### config.mk
export PLATFORM = sky130hd
export DESIGN_NAME = serial_adder_flat
export DESIGN_NICKNAME = d
export VERILOG_FILES = /design/src/rtl/serial_adder_if.sv /design/src/rtl/serial_adder.sv /design/src/flat_wrapper.sv
export SDC_FILE = /design/constraint.sdc
export NUM_CORES = 1
export LEC_CHECK = 0
export CAP_MARGIN = 20
export CORE_MARGIN = 5
export CORE_UTILIZATION = 51
export DETAILED_ROUTE_END_ITERATION = 7
export GPL_ROUTABILITY_DRIVEN = 0
export PLACE_DENSITY = 0.88
export RECOVER_POWER = 100
export SYNTH_ARGS = -nofsm -noshare
export SYNTH_HDL_FRONTEND = slang
export SYNTH_SLANG_ARGS = --single-unit
### constraint.sdc
create_clock -name clk -period 2.4 [get_ports clk]
set_clock_uncertainty 0.1 [all_clocks]
set_input_delay 0.36 -clock clk [delete_from_list [all_inputs] [get_ports clk]]
set_output_delay 0.36 -clock clk [all_outputs]
set_load 0.02 [all_outputs]
### src/rtl/serial_adder_if.sv
// serial_adder_if: operand/result bundle for the bit-serial adder.
// Optional feature macro: SERIAL_ADDER_OVF_EN adds the ovf signal.
//
// Handshake: the requester drives start together with op_a/op_b/cin. The
// request is taken on a rising clk edge where start=1 and ready=1, and the
// operands are captured on that edge only. done pulses for exactly one cycle
// when result/cout (and ovf) are valid. Those outputs then hold until the
// next accepted start.
interface serial_adder_if #(
    parameter int WIDTH = 8
);
    logic             start;
    logic [WIDTH-1:0] op_a;
    logic [WIDTH-1:0] op_b;
    logic             cin;
    logic             ready;
    logic             done;
    logic [WIDTH-1:0] result;
    logic             cout;
`ifdef SERIAL_ADDER_OVF_EN
    logic             ovf;

    modport master (
        output start, op_a, op_b, cin,
        input  ready, done, result, cout, ovf
    );
    modport slave (
        input  start, op_a, op_b, cin,
        output ready, done, result, cout, ovf
    );
`else
    modport master (
        output start, op_a, op_b, cin,
        input  ready, done, result, cout
    );
    modport slave (
        input  start, op_a, op_b, cin,
        output ready, done, result, cout
    );
`endif
endinterface

### src/rtl/serial_adder.sv
// serial_adder: adds two WIDTH-bit operands plus carry-in one bit per clock,
// LSB first. The result appears WIDTH+1 edges after the accepted start,
// counting the start edge.
// Optional feature macro: SERIAL_ADDER_OVF_EN adds a registered signed-overflow flag.
// state_o exposes the FSM state: 0=IDLE, 1=RUN, 2=DONE.
module serial_adder #(
    parameter int WIDTH = 8
) (
    input  logic          clk,
    input  logic          rst,
    serial_adder_if.slave bus,
    output logic [1:0]    state_o
);
    // A bit counter must exist even for WIDTH=1.
    localparam int CW = (WIDTH > 1) ? $clog2(WIDTH) : 1;

    typedef enum logic [1:0] {
        IDLE = 2'd0,
        RUN  = 2'd1,
        DONE = 2'd2
    } state_t;

    state_t           state_q;
    logic [WIDTH-1:0] a_q;
    logic [WIDTH-1:0] b_q;
    logic [WIDTH-1:0] result_q;
    logic [WIDTH-1:0] result_d;
    logic [CW-1:0]    cnt_q;
    logic             carry_q;
    logic             carry_d;
    logic             sum_d;
    logic             last_d;
    logic             ready_q;
    logic             done_q;
    logic             cout_q;
`ifdef SERIAL_ADDER_OVF_EN
    logic             ovf_q;
`endif

    // Full-adder slice on the operand LSBs; the new sum bit enters result from the MSB side.
    always_comb begin
        sum_d             = a_q[0] ^ b_q[0] ^ carry_q;
        carry_d           = (a_q[0] & b_q[0]) | (carry_q & (a_q[0] ^ b_q[0]));
        result_d          = result_q >> 1;
        result_d[WIDTH-1] = sum_d;
        last_d            = (cnt_q == CW'(WIDTH - 1));
    end

    // FSM plus datapath: capture on accept, one bit per RUN edge, one-cycle DONE.
    always_ff @(posedge clk) begin
        if (rst) begin
            state_q  <= IDLE;
            a_q      <= '0;
            b_q      <= '0;
            result_q <= '0;
            cnt_q    <= '0;
            carry_q  <= 1'b0;
            ready_q  <= 1'b1;
            done_q   <= 1'b0;
            cout_q   <= 1'b0;
`ifdef SERIAL_ADDER_OVF_EN
            ovf_q    <= 1'b0;
`endif
        end else begin
            case (state_q)
                // IDLE and DONE both accept a new request; ready_q is 1 in both.
                IDLE, DONE: begin
                    done_q <= 1'b0;
                    if (bus.start) begin
                        a_q     <= bus.op_a;
                        b_q     <= bus.op_b;
                        carry_q <= bus.cin;
                        cnt_q   <= '0;
                        ready_q <= 1'b0;
                        state_q <= RUN;
                    end else begin
                        ready_q <= 1'b1;
                        state_q <= IDLE;
                    end
                end
                RUN: begin
                    a_q      <= a_q >> 1;
                    b_q      <= b_q >> 1;
                    carry_q  <= carry_d;
                    result_q <= result_d;
                    cnt_q    <= cnt_q + CW'(1);
                    if (last_d) begin
                        cout_q  <= carry_d;
`ifdef SERIAL_ADDER_OVF_EN
                        // carry_q is the carry into the MSB on this edge.
                        ovf_q   <= carry_q ^ carry_d;
`endif
                        ready_q <= 1'b1;
                        done_q  <= 1'b1;
                        state_q <= DONE;
                    end
                end
                default: begin
                    ready_q <= 1'b1;
                    done_q  <= 1'b0;
                    state_q <= IDLE;
                end
            endcase
        end
    end

    assign bus.ready  = ready_q;
    assign bus.done   = done_q;
    assign bus.result = result_q;
    assign bus.cout   = cout_q;
`ifdef SERIAL_ADDER_OVF_EN
    assign bus.ovf    = ovf_q;
`endif
    assign state_o    = state_q;

endmodule
### src/flat_wrapper.sv
// flat-port wrapper written by rule: the top's interface ports become plain ports
module serial_adder_flat 
#(
    parameter int WIDTH = 8
)
  (clk, rst, state_o, bus_start, bus_op_a, bus_op_b, bus_cin, bus_ready, bus_done, bus_result, bus_cout);
  serial_adder_if #(.WIDTH(WIDTH)) bus_i ();
  input  logic clk;
  input  logic rst;
  output logic [1:0] state_o;
  input wire logic [$bits(bus_i.start)-1:0] bus_start;
  input wire logic [$bits(bus_i.op_a)-1:0] bus_op_a;
  input wire logic [$bits(bus_i.op_b)-1:0] bus_op_b;
  input wire logic [$bits(bus_i.cin)-1:0] bus_cin;
  output wire logic [$bits(bus_i.ready)-1:0] bus_ready;
  output wire logic [$bits(bus_i.done)-1:0] bus_done;
  output wire logic [$bits(bus_i.result)-1:0] bus_result;
  output wire logic [$bits(bus_i.cout)-1:0] bus_cout;
  assign bus_i.start = bus_start;
  assign bus_i.op_a = bus_op_a;
  assign bus_i.op_b = bus_op_b;
  assign bus_i.cin = bus_cin;
  assign bus_ready = bus_i.ready;
  assign bus_done = bus_i.done;
  assign bus_result = bus_i.result;
  assign bus_cout = bus_i.cout;
  serial_adder #(.WIDTH(WIDTH)) u_core (.clk(clk), .rst(rst), .bus(bus_i), .state_o(state_o));
endmodule
Word-level counts from Yosys, hierarchy flattened. Index checks and enable logic that the tools add are counted.

Shift operators: 0. Order comparisons: 0. Multiplexer cells: 14. $add $sub $neg: 1. Equality and inequality tests: 5. Reductions and logical operators: 6. Divide/modulo/power cells: 0. Multipliers: 0. Bitwise operators: 6.

Operators by type and width (number): $pmux W8 S2 (2); $mux W8 (2); $pmux W3 S2 (1); $mux W1 (4); $pmux W1 S2 (2); $pmux W2 S2 (1); $reduce_and A2 Y1 (2); $reduce_or A2 Y1 (2); $add A3 B1 Y3 const B (1); $eq A3 B3 Y1 const B (1); $mux W3 (1); $and A1 B1 Y1 (2); $eq A2 B1 Y1 const B (1); $eq A2 B2 Y1 const B (1); $logic_not A2 Y1 (1); $mux W2 (1); $ne A2 B1 Y1 const B (1); $ne A2 B2 Y1 const B (1); $reduce_bool A2 Y1 (1); $xor A1 B1 Y1 (2); $not A1 Y1 (1); $or A1 B1 Y1 (1).

Memories kept: 0. Register bits: 33. Bits in writable memories: 0. Latch bits: 0. ROM bits: 0. Input port bits: 20.

Logic depth before layout (Yosys ltp).
Word-level depth: 4. Gate-level depth with buffers: 5. Gate-level depth less buffers: 5.

Worst setup path after synthesis. Ideal clock, no wire load.

Kind: flip-flop to flip-flop. Start: register u_core.state_q[1] (netlist: u_core.state_o[1]). End: register u_core.a_q[6]. Path slack: 1.099 ns. Clock period less this slack: 1.301 ns. Data arrival time: 1.069 ns. Cell stages (with the launch flop): 6. Path buffers: 2. Library setup time: 0.132 ns. Path through: dfxtp_1 > and2b_1 > buf_4 > buf_6 > nor3_1 > nor3_1.

Cells in the longest elaborated chain, start to end: 4.

RTL lines: start, declared (line serial_adder.sv:23) `state_t state_q;`; start signal, assigned (line serial_adder.sv:52) `state_q <= IDLE;`; start signal, assigned (line serial_adder.sv:75) `state_q <= RUN;`; start signal, assigned (line serial_adder.sv:78) `state_q <= IDLE;`; $eq A2 B2 Y1 or $logic_not A2 Y1 (tied branches) (line serial_adder.sv:65) `case (state_q)`; $reduce_or A2 Y1 (line serial_adder.sv:65); $ne A2 B2 Y1 (no source line) or $reduce_bool A2 Y1 (tied branches); $reduce_and A2 Y1 (no source line); end signal, assigned (line serial_adder.sv:70) `a_q <= bus.op_a;`; end signal, assigned (line serial_adder.sv:82) `a_q <= a_q >> 1;`; end, declared (line serial_adder.sv:24) `logic [WIDTH-1:0] a_q;`.

Several ways; a longest one is shown, not always the timed one. A chain may end at the register's enable or synchronous reset.

Worst setup path in the final report.
Start: register u_core.state_q[1] (netlist: u_core.state_o[1]). End: register u_core.cout_q (netlist: u_core.bus.cout).

Cells in the longest elaborated chain, start to end: 2.

RTL lines: $eq A2 B1 Y1 (line serial_adder.sv:65); $reduce_and A2 Y1 (no source line); end signal, assigned (line serial_adder.sv:88) `cout_q <= carry_d;`; end, declared (line serial_adder.sv:35) `logic cout_q;`.

Every way passes these cells.

==> results.toml <==
[critical_path]
critPathKind = "register to register"
start_kind = "register"
critPathRequiredTime_ns = 2.57
critPathMaxFanout = 25
endpoint_kind = "register"
cp.arrival_ns = 2.08

[job]
maxCapViolations = 0

[logic_synthesis]
seq_area_frac_synth_pct = 50.8
yosysTopAreaCell = "dfxtp_1"
syn_area_per_cell_sq_um = 8.61
yosysTopAreaCellShare_pct = 50.8
syn_nets = 174
synth_edf_count = 0
ys_ff_latch = 33
ys_types = 20
synth_area_sq_mm = 0.00130
async_flop_share_pct = 0
synthTopCellsByCount = "dfxtp_1 (33), nor3_1 (31), nand2_1 (22)"
netlist_instances = 151
yosysWarnings = 0
ys.flop_type = "dfxtp_1"
yosysMostFrequentCell = "dfxtp_1"
synth_area_leaders = "dfxtp_1 (51%), nor3_1 (12%), o22ai_1 (6.7%), nand2_1 (6.4%), a21oi_1 (5.8%)"

[timing]
finalSetupViolCount = 0
fmax_mhz = 523
tightestPinTransition_ns = 0.967
hold_ws_ns = 0.370
rsz0062_at_grt = "false"
final.setup.tns_ns = 0
slew_headroom_pct = 35.5
finalMaxSlewViolations = 0
hold_viol_final = 0
post-route-min-period_ns = 1.91
min_period_over_period_pct = 79.6

[clocking]
root_buffer = "clkbuf_4"
clock-sinks = 33
post_cts_buffers = 0
cts_hold_buf = 0
cts_tree = "yes"
clkTransAtPathRegs_ns = 0.10
cts_buffers = 5
cts_resized = 0
htreeDepth = 2
worst_skew_pair.late_latency_ns = 0.34
clockBufferDepth = 2

[power]
peakVddDrop_v = 0.000625
pwr-share-clk_pct = 35.9
sequentialPowerShare_pct = 50.1
combPwrFrac_pct = 14.1
power.switching_w = 0.000298
p_leak_nw = 0.637
switching_share_pct = 24.7
power_w = 0.00121
power.density_mw_per_mm2 = 724
intPower_w = 0.000911

[route]
dr.pass1.iters = 4
wirelength_um = 2960
drc = 0
vias = 1178
drt_iter0_markers = 41
routed_via_density = 5.61
postRouteAntennaNets = 0
post_drt_wl_per_cell_um = 14.1

[global_route]
grt_first_pass_wirelength_um = 4840
antenna_found_initial = 0
grt_usage_pct = 18.3
overflow = 0
grt_max_degree = 34
grt_pass1_vias = 1128

[floorplan]
ios = 33
core_sq_mm = 0.00245
die_h_um = 60.5
core.rowCount = 18
dieArea_sq_mm = 0.00366
dieWidth_um = 60.5
start_util_pct = 53.0

[cells_and_area]
drive_above_1_share_pct = 5.00
areaGrowthSynthToFinish_pct = 28.5
fin_nets = 202
fin_area_sq_mm = 0.00167
fin_util_pct = 68.0
nFillCells = 184
antenna_cells = 0

[outcome]
status = "complete, no violations"

[placed_design]
dp_hpwl_um = 2060
portBuffers = 32
post_dp_cell_area_sq_mm = 0.00159

[hold_path]
hold_path_class = "register to register"
-- sequential cells by signal, indices dropped and copies added, names as in the netlist, 2 cells and up --
signal and flops:
u_core.cnt_q 3, u_core.state_o 2, u_core.b_q 8, u_core.a_q 8, u_core.bus.result 8
-- per-layer routing --
metal	share of wire [%]	GRT usage (%)	vias up
met5	0	0	-
met4	1.7	6.81	0
met3	6.4	8.09	7
met2	51	32.4	36
met1	41	19.1	546
li1	-	-	589
-- worst max-delay path: stages (launching register included) --
cell,delay (ns)
dfxtp_1,0.34
nand2b_1,0.75
clkbuf_1,0.38
o21ai_0,0.13
a21oi_1,0.14
-- worst paths after layout --
kind,slack [ns],startpoint,to,depth (start not counted)
hold / removal,0.37,u_core.bus.result[0],u_core.bus.result[0],2
hold reg to reg,0.37,u_core.bus.result[0],u_core.bus.result[0],2
setup / recovery,0.49,u_core.state_o[1],u_core.bus.cout,4
setup reg to reg,0.49,u_core.state_o[1],u_core.bus.cout,4
-- power groups by stage --
| stage | registers, W | clock network (W) | logic, W |
|---|---|---|---|
| after CTS | 0.000605 | 0.000444 | 0.000173 |
| after detailed placement | 0.000617 | 0 | 0.000173 |
| final | 0.000605 | 0.000434 | 0.000170 |
| after floorplan | 0.000618 | 0 | 0.000117 |
| after global routing | 0.000609 | 0.000465 | 0.000188 |
| after global placement | 0.000615 | 0 | 0.000166 |
-- metrics by stage --
stage	setup WS [ns]	instances
5_1_grt	0.292	210
2_1_floorplan	1.10	151
3_5_place_dp	0.471	202
6_report	0.490	210
4_1_cts	0.536	210
3_3_place_gp	0.568	202
-- layout by cell type, fill, tap and decap left out, drive strengths merged, types with 2 or more instances in the layout --
cell type	count
a21oi	15
buf	2
clkbuf	9
clkdlybuf4s50	18
dfxtp	33
dlygate4sd3	14
ha	2
nand2	22
nand2b	3
nand3	6
nor2	3
nor3	31
o22ai	14
-- cells by family (layout without fill, tap and decap cells) --
logic type | count (synthesis) | count (layout) | share of synthesized area, %
buffers and inverters | 16 | 45 | 7.60
AND/OR/NAND/NOR | 67 | 67 | 24.0
adder cells (fa/ha/maj) | 3 | 3 | 3.46
flip-flops | 33 | 33 | 50.8
AO/OA/AOI/OAI | 32 | 32 | 14.1
-- layout make-up --
cell class / instances / area, sq um / share of cell area, %
Inverter: 1 / 3.75 / 0.225
Timing Repair Buffer: 36 / 343 / 20.5
Clock inverter: 1 / 30.0 / 1.80
Sequential cell: 33 / 661 / 39.6
Tap cell: 30 / 37.5 / 2.25
Clock buffer: 7 / 55.1 / 3.30
Multi-Input combinational cell: 102 / 541 / 32.4
Note: power is estimated with default switching activity, not from simulation.
